[src/rtl/rv_ifu.sv]
// Instruction fetch: sequential PC generation, imem requests, 2-entry prefetch buffer; word visible 2 cycles after grant.
// Stall freezes the head and issue stops once credits are used; redirect flushes the buffer and discards in-flight returns.
module rv_ifu #(
    parameter int unsigned     XLEN     = 64,
    parameter logic [XLEN-1:0] RESET_PC = '0,
    parameter int unsigned     DEPTH    = 2
) (
    input  logic            clk,
    input  logic            rst,
    output logic            imem_req_o,
    output logic [XLEN-1:0] imem_addr_o,
    input  logic            imem_gnt_i,
    input  logic            imem_rvalid_i,
    input  logic [31:0]     imem_rdata_i,
    input  logic            redirect_i,
    input  logic [XLEN-1:0] redirect_pc_i,
    input  logic            stall_i,
    output logic            inst_valid_o,
    output logic [31:0]     inst_o,
    output logic [XLEN-1:0] pc_o,
    output logic [6:0]      opcode_o
);
    localparam int unsigned PTR_W = (DEPTH > 1) ? $clog2(DEPTH) : 1;
    localparam int unsigned CNT_W = $clog2(2 * DEPTH + 1);
    localparam int unsigned SUM_W = CNT_W + 1;

    logic [XLEN-1:0]  fetch_pc_q, fetch_pc_d;
    logic [XLEN-1:0]  out_pc_q, out_pc_d;
    logic [CNT_W-1:0] outst_q, outst_d;
    logic [CNT_W-1:0] drop_q, drop_d;
    logic [CNT_W-1:0] count_q, count_d;
    logic [PTR_W-1:0] head_q, head_d;
    logic [PTR_W-1:0] tail_q, tail_d;
    logic [31:0]      mem_q [DEPTH];

    logic             grant, pop, push, discard, live_rsp;
    logic [XLEN-1:0]  redir_pc;
    logic [SUM_W-1:0] live_sum, live_cap, total_sum;

    function automatic logic [PTR_W-1:0] ptr_inc(input logic [PTR_W-1:0] p);
        return (p == PTR_W'(DEPTH - 1)) ? '0 : p + 1'b1;
    endfunction

    assign redir_pc     = redirect_pc_i & ~XLEN'(3);
    assign inst_valid_o = (count_q != '0);
    assign inst_o       = inst_valid_o ? mem_q[head_q] : 32'h0;
    assign opcode_o     = inst_o[6:0];
    assign pc_o         = out_pc_q;
    assign imem_addr_o  = fetch_pc_q;

    assign pop      = inst_valid_o & ~stall_i & ~redirect_i;
    assign discard  = imem_rvalid_i & (drop_q != '0);
    assign live_rsp = imem_rvalid_i & ~discard;
    assign push     = live_rsp & ~redirect_i;

    // A slot freed by this cycle's pop counts as a credit, which is what
    // sustains one instruction per cycle with only two entries.
    assign live_sum  = SUM_W'(outst_q) + SUM_W'(count_q);
    assign live_cap  = SUM_W'(DEPTH) + SUM_W'(pop);
    // Discarded requests no longer hold credits, so cap the total in flight
    // to keep the drop counter bounded under back-to-back redirects.
    assign total_sum = SUM_W'(outst_q) + SUM_W'(drop_q);

    assign imem_req_o = ~rst & ~redirect_i & (live_sum < live_cap)
                      & (total_sum < SUM_W'(2 * DEPTH));
    assign grant      = imem_req_o & imem_gnt_i;

    always_comb begin
        fetch_pc_d = fetch_pc_q;
        out_pc_d   = out_pc_q;
        outst_d    = outst_q;
        drop_d     = drop_q;
        count_d    = count_q;
        head_d     = head_q;
        tail_d     = tail_q;
        if (redirect_i) begin
            fetch_pc_d = redir_pc;
            out_pc_d   = redir_pc;
            outst_d    = '0;
            drop_d     = drop_q + outst_q - CNT_W'(imem_rvalid_i);
            count_d    = '0;
            head_d     = '0;
            tail_d     = '0;
        end else begin
            if (grant) fetch_pc_d = fetch_pc_q + XLEN'(4);
            if (pop) begin
                out_pc_d = out_pc_q + XLEN'(4);
                head_d   = ptr_inc(head_q);
            end
            if (push)    tail_d = ptr_inc(tail_q);
            if (discard) drop_d = drop_q - CNT_W'(1);
            outst_d = outst_q + CNT_W'(grant) - CNT_W'(live_rsp);
            count_d = count_q + CNT_W'(push) - CNT_W'(pop);
        end
    end

    always_ff @(posedge clk or posedge rst) begin
        if (rst) begin
            fetch_pc_q <= RESET_PC;
            out_pc_q   <= RESET_PC;
            outst_q    <= '0;
            drop_q     <= '0;
            count_q    <= '0;
            head_q     <= '0;
            tail_q     <= '0;
        end else begin
            fetch_pc_q <= fetch_pc_d;
            out_pc_q   <= out_pc_d;
            outst_q    <= outst_d;
            drop_q     <= drop_d;
            count_q    <= count_d;
            head_q     <= head_d;
            tail_q     <= tail_d;
        end
    end

    always_ff @(posedge clk) begin
        if (push) mem_q[tail_q] <= imem_rdata_i;
    end

    a_no_push_full: assert property (@(posedge clk) disable iff (rst)
        push |-> (count_q < CNT_W'(DEPTH)));

endmodule

[config.mk]
export PLATFORM = sky130hd
export DESIGN_NAME = rv_ifu
export DESIGN_NICKNAME = d
export VERILOG_FILES = /design/src/rtl/rv_ifu.sv
export SDC_FILE = /design/constraint.sdc
export NUM_CORES = 1
export LEC_CHECK = 0
export ABC_AREA = 1
export CORE_UTILIZATION = 45
export DETAILED_ROUTE_END_ITERATION = 6
export GPL_TIMING_DRIVEN = 0
export PLACE_DENSITY = 0.83
export SLEW_MARGIN = 20
export SYNTH_ARGS = -nofsm -noshare
export SYNTH_HDL_FRONTEND = slang
export SYNTH_SLANG_ARGS = --single-unit
[constraint.sdc]
create_clock -name clk -period 7.65 [get_ports clk]
set_input_delay 1.53 -clock clk [delete_from_list [all_inputs] [get_ports clk]]
set_output_delay 1.53 -clock clk [all_outputs]
set_load 0.03 [all_outputs]
**After elaboration in Yosys (flattened, before gate mapping)**

Memory sizes are Yosys's and may differ from the RTL's.
Cells that the tools add are included.
W data, S select, Z words.

- Bits in registers: 139
- Memory bits (writable): 64
- Output and inout port bits: 169
- Memories kept: 1

- Add/subtract/negate cells: 14
- Magnitude comparators: 2
- Multiplexer cells: 17
- Bitwise gates (word level): 13
- Reductions and logical operators: 6

Memories:

| memory | depth | width | rd ports | clocked after Yosys merged registers in | write ports | RTL line | source |
|---|---|---|---|---|---|---|---|
| mem_q | 2 | 32 | 1 | 0 | 1 | 34 | `logic [31:0] mem_q [DEPTH];` |

Operator list:

| kind | count |
|---|---|
| $mux W64 | 4 |
| $add A64 B3 Y64 const B | 2 |
| $mux W32 | 1 |
| $mux W3 | 4 |
| $and A1 B1 Y1 | 9 |
| $sub A3 B1 Y3 | 3 |
| $add A3 B3 Y4 | 2 |
| $mux W1 | 8 |
| $reduce_bool A2 Y1 | 4 |
| $add A3 B1 Y3 | 2 |
| $reduce_bool A3 Y1 | 2 |
| $lt A4 B3 Y1 | 1 |
| $lt A4 B3 Y1 const B | 1 |
| $not A1 Y1 | 4 |
| $add A2 B1 Y3 const A | 1 |
| $add A3 B3 Y3 | 1 |
| $sub A3 B1 Y3 const B | 1 |
| $add A1 B1 Y1 const B | 2 |

**Depth between registers and ports, before layout**

Gate-level depths: netlist (run 1).

- Depth after elaboration: 11
- Depth in mapped cells: 18
- Gate-level depth less buffers: 17

**Worst setup path after synthesis (run 1)**

No wires, ideal clock.

- Kind: in2reg
- Start point: input redirect_i
- End point: memory mem_q[0][0] (enable)
- Data arrival time: 3508 ps
- Required time: 7229 ps
- Path slack: 3720 ps
- Stages on the path: 5
- Buffers on the path: 2
- Cells stage by stage: buf_6 inv_2 clkbuf_1 nand2_1 nor2_1

- Cells in the longest elaborated chain, start to end: 4

Ends and longest elaborated chain:

| element | RTL line | source |
|---|---|---|
| from (decl) | 15 | `input logic redirect_i,` |
| $not A1 Y1 | 54 | `assign push = live_rsp & ~redirect_i;` |
| $and A1 B1 Y1 | 54 |  |
| $mux W1 | 118 | `if (push) mem_q[tail_q] <= imem_rdata_i;` |
| $mux W1 (implied by the code) | 118 |  |
| to (decl) | 34 |  |

Every way passes these cells.

**Worst setup path in the final report (run 1)**

- Start point: input rst
- End point: output imem_req_o

- Cells in the longest elaborated chain, start to end: 4

Ends and longest elaborated chain:

| element | RTL line | source |
|---|---|---|
| from (decl) | 9 | `input logic rst,` |
| $not A1 Y1 | 64 | `assign imem_req_o = ~rst & ~redirect_i & (live_sum < live_cap)` |
| $and A1 B1 Y1 (2 in series) | 64 |  |
| $and A1 B1 Y1 | 65 | `& (total_sum < SUM_W'(2 * DEPTH));` |
| to (decl) | 10 | `output logic imem_req_o,` |

Every way passes these cells.

==> results.cfg, run 1 <==
[timing]
period_share_pct = 65.1
rsz0062_at_grt = false
setup_viol = 0
fmax_ghz = 0.201
setup_tns_ns = 0
post-route-min-period_ns = 4.98
finalMaxSlewViolations = 0
timing.slew.headroom_pct = 43.2
fin_skew_ns = 0.0166
hold_viol = 0
tightest_slew_ns = 0.852

[grt]
grt_overflow = 0
antenna_found_initial = 0
first_global_vias = 13284
grt_first_pass_wirelength_um = 78100
grt_usage_pct = 34.7
grt_max_degree = 93

[synth]
netlist-cell-type-count = 42
async_reset_ff_share_pct = 67.8
syn_area_sq_mm = 0.0132
yosysSeqAreaShare_pct = 40.1
ys_seq_elements = 199
synth_enable_flop_cells = 64
synth_flop_cell = dfrtp_1
synth_cells = 1948
avgSynthCellArea_sq_um = 6.78
yosysWarnings = 0

[die]
die_height_um = 173
core-area_sq_mm = 0.0288
die_area_sq_mm = 0.0301
rows = 62
die_x_um = 173
start_util_pct = 45.9
io_pins = 271

[critical_path]
critPathCaptureType = output pin
worst-path-max-fanout = 2
required_ns = 6.12
arrival_ns = 3.45
start_kind = input port
crit_type = input port to output pin

[power_and_ir_drop]
power.density_mw_per_mm2 = 283
max-vdd-ir-drop_mv = 0.180
leakage_nw = 7.63
p_total_mw = 4.82

[routing]
wl_per_cell_um = 19.8
detail-route-antenna-nets = 0
drtIter0Drc = 1434
vias_per_cell = 5.44
drc_errors = 0
totalWireLength_um = 52000
first_pass_iters = 6
vias = 14316

[clocking]
path_clk_slew_ns = 0.08
cts_tree = built
cts_buffer_depth = 2
holdBufCountCts = 0
cts_root_buf = clkbuf_16
cts.sinks = 199
cts_resized = 0
cts_buffers = 17
clk_latency_ns = 0.45
cts_max_level = 4
postCtsSetupBuffers = 0

[layout]
area_delta_synth_final_pct = 28.8
seqCellArea_sq_mm = 0.00530
design_area_sq_mm = 0.0170
num_antenna_cells = 0
utilization_pct = 59.1
drive_gt1_share_pct = 5.65
multi_input_area_sq_mm = 0.00676
fin_nets = 2358
nFillCells = 2712

[run]
maxCapViolCount = 0

[place]
dpl_cell_area_sq_mm = 0.0164
place.gp.congestion = 0.979
dp_hpwl_um = 41200
portBuffers = 263

[status]
outcome = finished clean

[worst_hold_path]
worstHoldPathType = flip-flop to flip-flop
-- where the power goes --
part	leakage, nW	internal, mW	switching (mW)
Sequential	2.23	1.29	0.358
Clock	0.275	0.462	0.462
Combinational	5.12	0.838	1.42
-- path summary, 6_finish.rpt --
path / from / endpoint / slack [ns] / depth (start not counted)
max reg2reg: outst_q[0] / outst_q[2] / 4.16 / 18
max: rst / imem_req_o / 2.67 / 8
min: imem_addr_o[3] / imem_addr_o[3] / 0.56 / 2
min in group asynchronous: rst / drop_q[1] / 1.49 / 2
max in group asynchronous: rst / pc_o[46] / 5.36 / 3
min reg2reg: imem_addr_o[3] / imem_addr_o[3] / 0.56 / 2
-- logic make-up (layout without fill, tap and decap cells) --
kind of cell,Yosys count,count (layout),share of synthesized area [%]
and+or+nand+nor,1296,1296,41.3
xor gates and xnor gates,57,57,3.78
adders and majority gates,20,20,2.12
other,1,4,0.0284
DFF,199,199,40.1
AOI/OAI and AO/OA,86,86,3.73
buffers and inverters,289,587,8.95
-- layout make-up --
class                      instances  share of cell area, %
buffer                            55                   1.78
clock buffer                      17                   2.50
clock inverter                    15                  0.941
inverter                         234                   5.21
multi-input combinational       1463                   39.7
sequential                       199                   31.1
tap                              384                   2.82
timing repair buffer             266                   15.9
-- through the flow --
step | hold slack (ns) | worst slack, ns | instances
floorplan | 0.458 | 2.51 | 1951
global placement | 0.473 | 0.253 | 2598
detailed placement | 0.546 | 2.68 | 2601
CTS | 0.566 | 2.68 | 2633
global route | 0.590 | 2.56 | 2633
finish | 0.564 | 2.67 | 2633
-- layout by cell type (no fill, tap or decap), types with 5 or more instances in the layout --
master | netlist | routed
nor2_4 | 12 | 14
buf_4 | 14 | 14
ha_1 | 16 | 16
nand3_1 | 178 | 178
buf_2 | 17 | 17
inv_2 | 8 | 8
nand2_2 | 9 | 9
edfxtp_1 | 64 | 64
a21oi_1 | 8 | 8
clkbuf_1 | 16 | 16
nor2_2 | 19 | 19
clkdlybuf4s50_1 | 0 | 263
o21ai_1 | 10 | 10
xor2_1 | 33 | 33
inv_1 | 225 | 224
nand3b_1 | 13 | 13
clkbuf_16 | 0 | 17
xnor2_1 | 24 | 24
buf_1 | 5 | 5
nand2_1 | 779 | 779
nand4_1 | 32 | 32
dfrtp_1 | 135 | 135
nor3_1 | 11 | 11
o211ai_1 | 15 | 15
nor2_1 | 232 | 230
o21ai_0 | 43 | 43
-- layer usage --
| layer | GRT usage (%) | routed length (um) | part of all wire, % |
|---|---|---|---|
| met4 | 18.2 | 2740 | 5.3 |
| met1 | 45.9 | 21000 | 40 |
| met2 | 54.7 | 23600 | 45 |
| met3 | 5.46 | 4680 | 9.0 |
| met5 | 0 | 0 | 0 |
-- state kept, by name, indices dropped and copies added (netlist names) --
register / count
mem_q: 64
imem_addr_o: 62
pc_o: 62
count_q: 3
drop_q: 3
outst_q: 3
head_q: 1
tail_q: 1
-- cells in the mapped netlist, types with 14 or more instances --
cell | n | area share [%]
ha_1 | 16 | 1.5
edfxtp_1 | 64 | 15
o211ai_1 | 15 | 0.85
o21ai_0 | 43 | 1.6
dfrtp_1 | 135 | 26
clkbuf_1 | 16 | 0.45
buf_2 | 17 | 0.64
buf_4 | 14 | 0.80
nand2_1 | 779 | 22
xnor2_1 | 24 | 1.6
inv_1 | 225 | 6.4
xor2_1 | 33 | 2.2
nor2_2 | 19 | 0.90
nand4_1 | 32 | 1.5
nor2_1 | 232 | 6.6
nand3_1 | 178 | 6.7
-- worst max-delay path, stage by stage --
cell and delay, ns:
clkdlybuf4s50_1 0.51, nor2_1 0.14, nand2_1 0.07, nor3_1 0.15
and2_1 0.17, nand2_1 0.12, inv_1 0.07, clkdlybuf4s50_1 0.68
(Power assumes the default switching activity.)
==> run 2, diff against run 1 <==
--- a/config.mk
+++ b/config.mk
@@ -9,7 +9,7 @@
 export CORE_UTILIZATION = 45
 export DETAILED_ROUTE_END_ITERATION = 6
 export GPL_TIMING_DRIVEN = 0
-export PLACE_DENSITY = 0.83
+export PLACE_DENSITY = 0.86
 export SLEW_MARGIN = 20
 export SYNTH_ARGS = -nofsm -noshare
 export SYNTH_HDL_FRONTEND = slang
==> constraint.sdc (replaced) <==
create_clock -name clk -period 4.1 [get_ports clk]
set_input_delay 0.82 -clock clk [delete_from_list [all_inputs] [get_ports clk]]
set_output_delay 0.82 -clock clk [all_outputs]
set_load 0.03 [all_outputs]
==> results.cfg, run 2 (same netlist as run 1, synthesis figures left out) <==
[routing]
totalWireLength_um = 51500
wl_per_cell_um = 19.5
drtIter0Drc = 1636
drc_errors = 0
detail-route-antenna-nets = 0
vias = 14446
first_pass_iters = 6
vias_per_cell = 5.48

[timing]
finalMaxSlewViolations = 0
timing.slew.headroom_pct = 44.1
fin_skew_ns = 0.0161
hold_viol = 0
period_share_pct = 86.4
setup_viol = 0
setup_tns_ns = 0
rsz0062_at_grt = false
fin_ws_ns = 0.556
timing.hold.ws_ns = 0.580
post-route-min-period_ns = 3.54
fmax_ghz = 0.282
tightest_slew_ns = 0.838

[die]
io_pins = 271
die_x_um = 173
core-area_sq_mm = 0.0288
die_height_um = 173
start_util_pct = 45.9
rows = 62
die_area_sq_mm = 0.0301

[clocking]
holdBufCountCts = 0
clk_latency_ns = 0.45
cts_tree = built
cts.sinks = 199
cts_resized = 0
cts_buffers = 17
cts_root_buf = clkbuf_16
cts_buffer_depth = 2
cts_max_level = 4
path_clk_slew_ns = 0.08
postCtsSetupBuffers = 0

[grt]
antenna_found_initial = 1
grt_usage_pct = 34.5
grt_overflow = 0
first_global_vias = 13920
grt_first_pass_wirelength_um = 78500
grt_max_degree = 34

[layout]
top_register = mem_q
largest_reg_flops = 64
fin_nets = 2361
area_delta_synth_final_pct = 29.3
design_area_sq_mm = 0.0171
final_common_cell = nand2_1
drive_gt1_share_pct = 5.82
most-common-layout-cells = nand2_1 (779), clkdlybuf4s50_1 (263), nor2_1 (230)
nFillCells = 2657

[worst_hold_path]
holdPathStages = 1
hp-start = tail_q
worstHoldPathType = flip-flop to flip-flop
hold_path_end = tail_q

[place]
dpl_cell_area_sq_mm = 0.0165
post-place-ws_ns = 0.408
portBuffers = 263
place.gp.congestion = 1.05
dp_hpwl_um = 40800

[status]
outcome = finished clean

[run]
maxCapViolCount = 0

[critical_path]
r2r_start = outst_q[0]
critPathCaptureType = output pin
r2r_end = outst_q[2]
required_ns = 3.28
reg2reg_depth = 18
ff2ff_setup_slack_ns = 0.76
crit_type = flip-flop to output pin
start_kind = flip-flop
worst-path-max-fanout = 4
arrival_ns = 2.72

[power_and_ir_drop]
p_total_mw = 9.07
power.density_mw_per_mm2 = 531
max-vdd-ir-drop_mv = 0.244
leakage_nw = 7.67
run 2: cell count changes in the layout (fill, tap and decap cells not counted), sizes merged:
cell,before,now
clkinvlp,4,1
inv,239,242
buf,42,45
diode,0,1
run 2: worst max-delay path by stage:
stage / start / endpoint / slack [ns]
CTS: outst_q[1] / imem_req_o / 0.53
detailed placement: rst / outst_q[2] / 0.41
global route: outst_q[1] / imem_req_o / 0.38
floorplan: redirect_i / mem_q[0][0] / 0.88
global placement: redirect_i / mem_q[0][17] / -0.11
finish: outst_q[0] / imem_req_o / 0.56
run 2: per-stage QoR:
step / util [%] / std cells
after floorplan: - / 1951
after CTS: 59.4 / 2636
after global routing: 59.4 / 2636
after detailed placement: 57.3 / 2604
after global placement: 56.8 / 2598
final: 59.4 / 2637
run 2: area by class of cell:
cell class | instances | area (sq um) | area share (%)
clock inverter | 15 | 184 | 1.08
inverter | 234 | 883 | 5.17
sequential | 199 | 5300 | 31.0
multi-input combinational | 1463 | 6760 | 39.6
antenna | 1 | 2.50 | 0.0146
tap | 384 | 480 | 2.81
timing repair buffer | 269 | 2750 | 16.1
clock buffer | 17 | 425 | 2.49
buffer | 55 | 303 | 1.77
run 2: critical path, stage by stage (launching register included):
cell	delay [ns]
dfrtp_1	0.43
ha_1	0.20
inv_1	0.06
fa_1	0.40
inv_1	0.07
nand3_1	0.07
nand2_1	0.08
and2_1	0.12
nand2_1	0.11
inv_1	0.08
clkdlybuf4s50_1	0.66
run 2: per-layer routing:
layer / vias up / share of wire [%] / GRT usage [%]
met5: - / 0 / 0
met4: 0 / 5.9 / 19.4
met3: 170 / 11 / 7.81
met2: 874 / 44 / 54.1
met1: 6727 / 39 / 44.1
li1: 6675 / - / -
run 2: power by group:
part,internal (mW),switching [mW],total [mW]
registers,2.40,0.666,3.07
logic,1.57,2.66,4.22
clock network,0.887,0.896,1.78
total,4.85,4.22,9.07
==> run 3, diff against run 2 <==
--- a/config.mk
+++ b/config.mk
@@ -8,8 +8,10 @@
 export ABC_AREA = 1
 export CORE_UTILIZATION = 45
 export DETAILED_ROUTE_END_ITERATION = 6
+export DONT_BUFFER_PORTS = 1
 export GPL_TIMING_DRIVEN = 0
-export PLACE_DENSITY = 0.86
+export PLACE_DENSITY = 0.74
+export SKIP_LAST_GASP = 1
 export SLEW_MARGIN = 20
 export SYNTH_ARGS = -nofsm -noshare
 export SYNTH_HDL_FRONTEND = slang
==> results.cfg, run 3 (same netlist as run 1, synthesis figures left out) <==
[status]
outcome = finished clean

[layout]
most-common-layout-cells = nand2_1 (779), nor2_1 (230), inv_1 (224)
nFillCells = 2847
largest_reg_flops = 64
finalNonFillerCells = 2385
top_register = mem_q
drive_gt1_share_pct = 6.59
utilization_pct = 50.5
fin_nets = 2098
design_area_sq_mm = 0.0145
final_common_cell = nand2_1
area_delta_synth_final_pct = 9.88

[grt]
grt_overflow = 0
antenna_found_initial = 15
grt_max_degree = 33
first_global_vias = 12382
grt_usage_pct = 32.6
grt_first_pass_wirelength_um = 73200

[critical_path]
reg2reg_depth = 18
critPathCaptureType = flip-flop
start_kind = flip-flop
worst-path-max-fanout = 10
required_ns = 4.43
crit_type = flip-flop to flip-flop
arrival_ns = 3.78

[clocking]
cts.sinks = 199
clk_latency_ns = 0.46
postCtsSetupBuffers = 0
cts_max_level = 4
cts_buffer_depth = 2
cts_buffers = 17
cts_tree = built
cts_root_buf = clkbuf_16
holdBufCountCts = 0
cts_resized = 0
path_clk_slew_ns = 0.09

[place]
dp.cells = 2341
dpl_cell_area_sq_mm = 0.0138
portBuffers = 0
place.gp.congestion = 0.954
post-place-ws_ns = 0.737
dp_hpwl_um = 39000

[timing]
setup_tns_ns = 0
period_share_pct = 84.1
finalMaxSlewViolations = 0
tightest_slew_ns = 0.797
hold_viol = 0
timing.slew.headroom_pct = 46.9
fin_ws_ns = 0.650
timing.hold.ws_ns = 0.213
rsz0062_at_grt = false
fmax_ghz = 0.290
setup_viol = 0
post-route-min-period_ns = 3.45
fin_skew_ns = 0.0141

[power_and_ir_drop]
max-vdd-ir-drop_mv = 0.325
power.density_mw_per_mm2 = 559
p_total_mw = 8.12
leakage_nw = 6.69

[die]
core-area_sq_mm = 0.0288
io_pins = 271
start_util_pct = 45.9
die_area_sq_mm = 0.0301
rows = 62
die_height_um = 173
die_x_um = 173

[routing]
first_pass_iters = 7
wl_per_cell_um = 20.6
detail-route-antenna-nets = 0
vias = 13220
drtIter0Drc = 1364
totalWireLength_um = 49100
drc_errors = 0
vias_per_cell = 5.54

[run]
maxCapViolCount = 0

[worst_hold_path]
worstHoldPathType = input port to async pin
[run 3: changes by cell type in the layout (fill, tap and decap cells not counted), moves of 3 or more]
cell	change
inv_12	+5
clkdlybuf4s50_1	-263
diode_2	+11
inv_6	-3
[run 3: worst paths after layout]
| path | from | end | slack [ns] |
|---|---|---|---|
| min reg2reg | tail_q | tail_q | 0.57 |
| min | rst | drop_q[2] | 0.21 |
| max reg2reg | outst_q[0] | outst_q[2] | 0.65 |
| max in group asynchronous | rst | pc_o[55] | 3.12 |
| min in group clk | imem_rdata_i[2] | mem_q[1][2] | 0.44 |
| max | outst_q[0] | outst_q[2] | 0.65 |
[run 3: where the power goes]
| part | total, mW | internal (mW) | switching, mW | leakage (nW) |
|---|---|---|---|---|
| Sequential | 3.65 | 2.38 | 1.26 | 2.23 |
| Clock | 1.86 | 0.871 | 0.993 | 0.313 |
| Combinational | 2.61 | 0.739 | 1.87 | 4.14 |
| Total | 8.12 | 4.00 | 4.13 | 6.69 |
[run 3: critical path, cell delays in order (launching register included)]
cell	delay (ns)
dfrtp_1	0.44
ha_1	0.20
inv_1	0.06
fa_1	0.38
inv_1	0.07
nand3_1	0.08
nand2_1	0.09
and2_1	0.12
nand2_1	0.09
nor2_4	0.32
buf_4	0.30
inv_1	0.08
ha_1	0.27
inv_1	0.05
ha_1	0.13
inv_1	0.05
fa_1	0.37
xor2_1	0.16
nor2_1	0.05
[run 3: layout make-up]
class / count / area (sq um) / share of cell area (%)
Antenna cell: 12 / 30.0 / 0.207
Buffer: 55 / 303 / 2.08
Clock buffer: 17 / 425 / 2.93
Clock inverter: 15 / 220 / 1.52
Inverter: 234 / 883 / 6.08
Multi-Input combinational cell: 1463 / 6760 / 46.5
Sequential cell: 199 / 5300 / 36.5
Tap cell: 384 / 480 / 3.31
Timing Repair Buffer: 6 / 120 / 0.827
[run 3: layer usage]
metal	vias to the layer above	track usage [%]	part of all wire, %
met2	739	49.6	44
met4	6	21.0	6.1
li1	6156	-	-
met3	144	8.79	11
met1	6175	40.9	39
met5	-	0	0.094
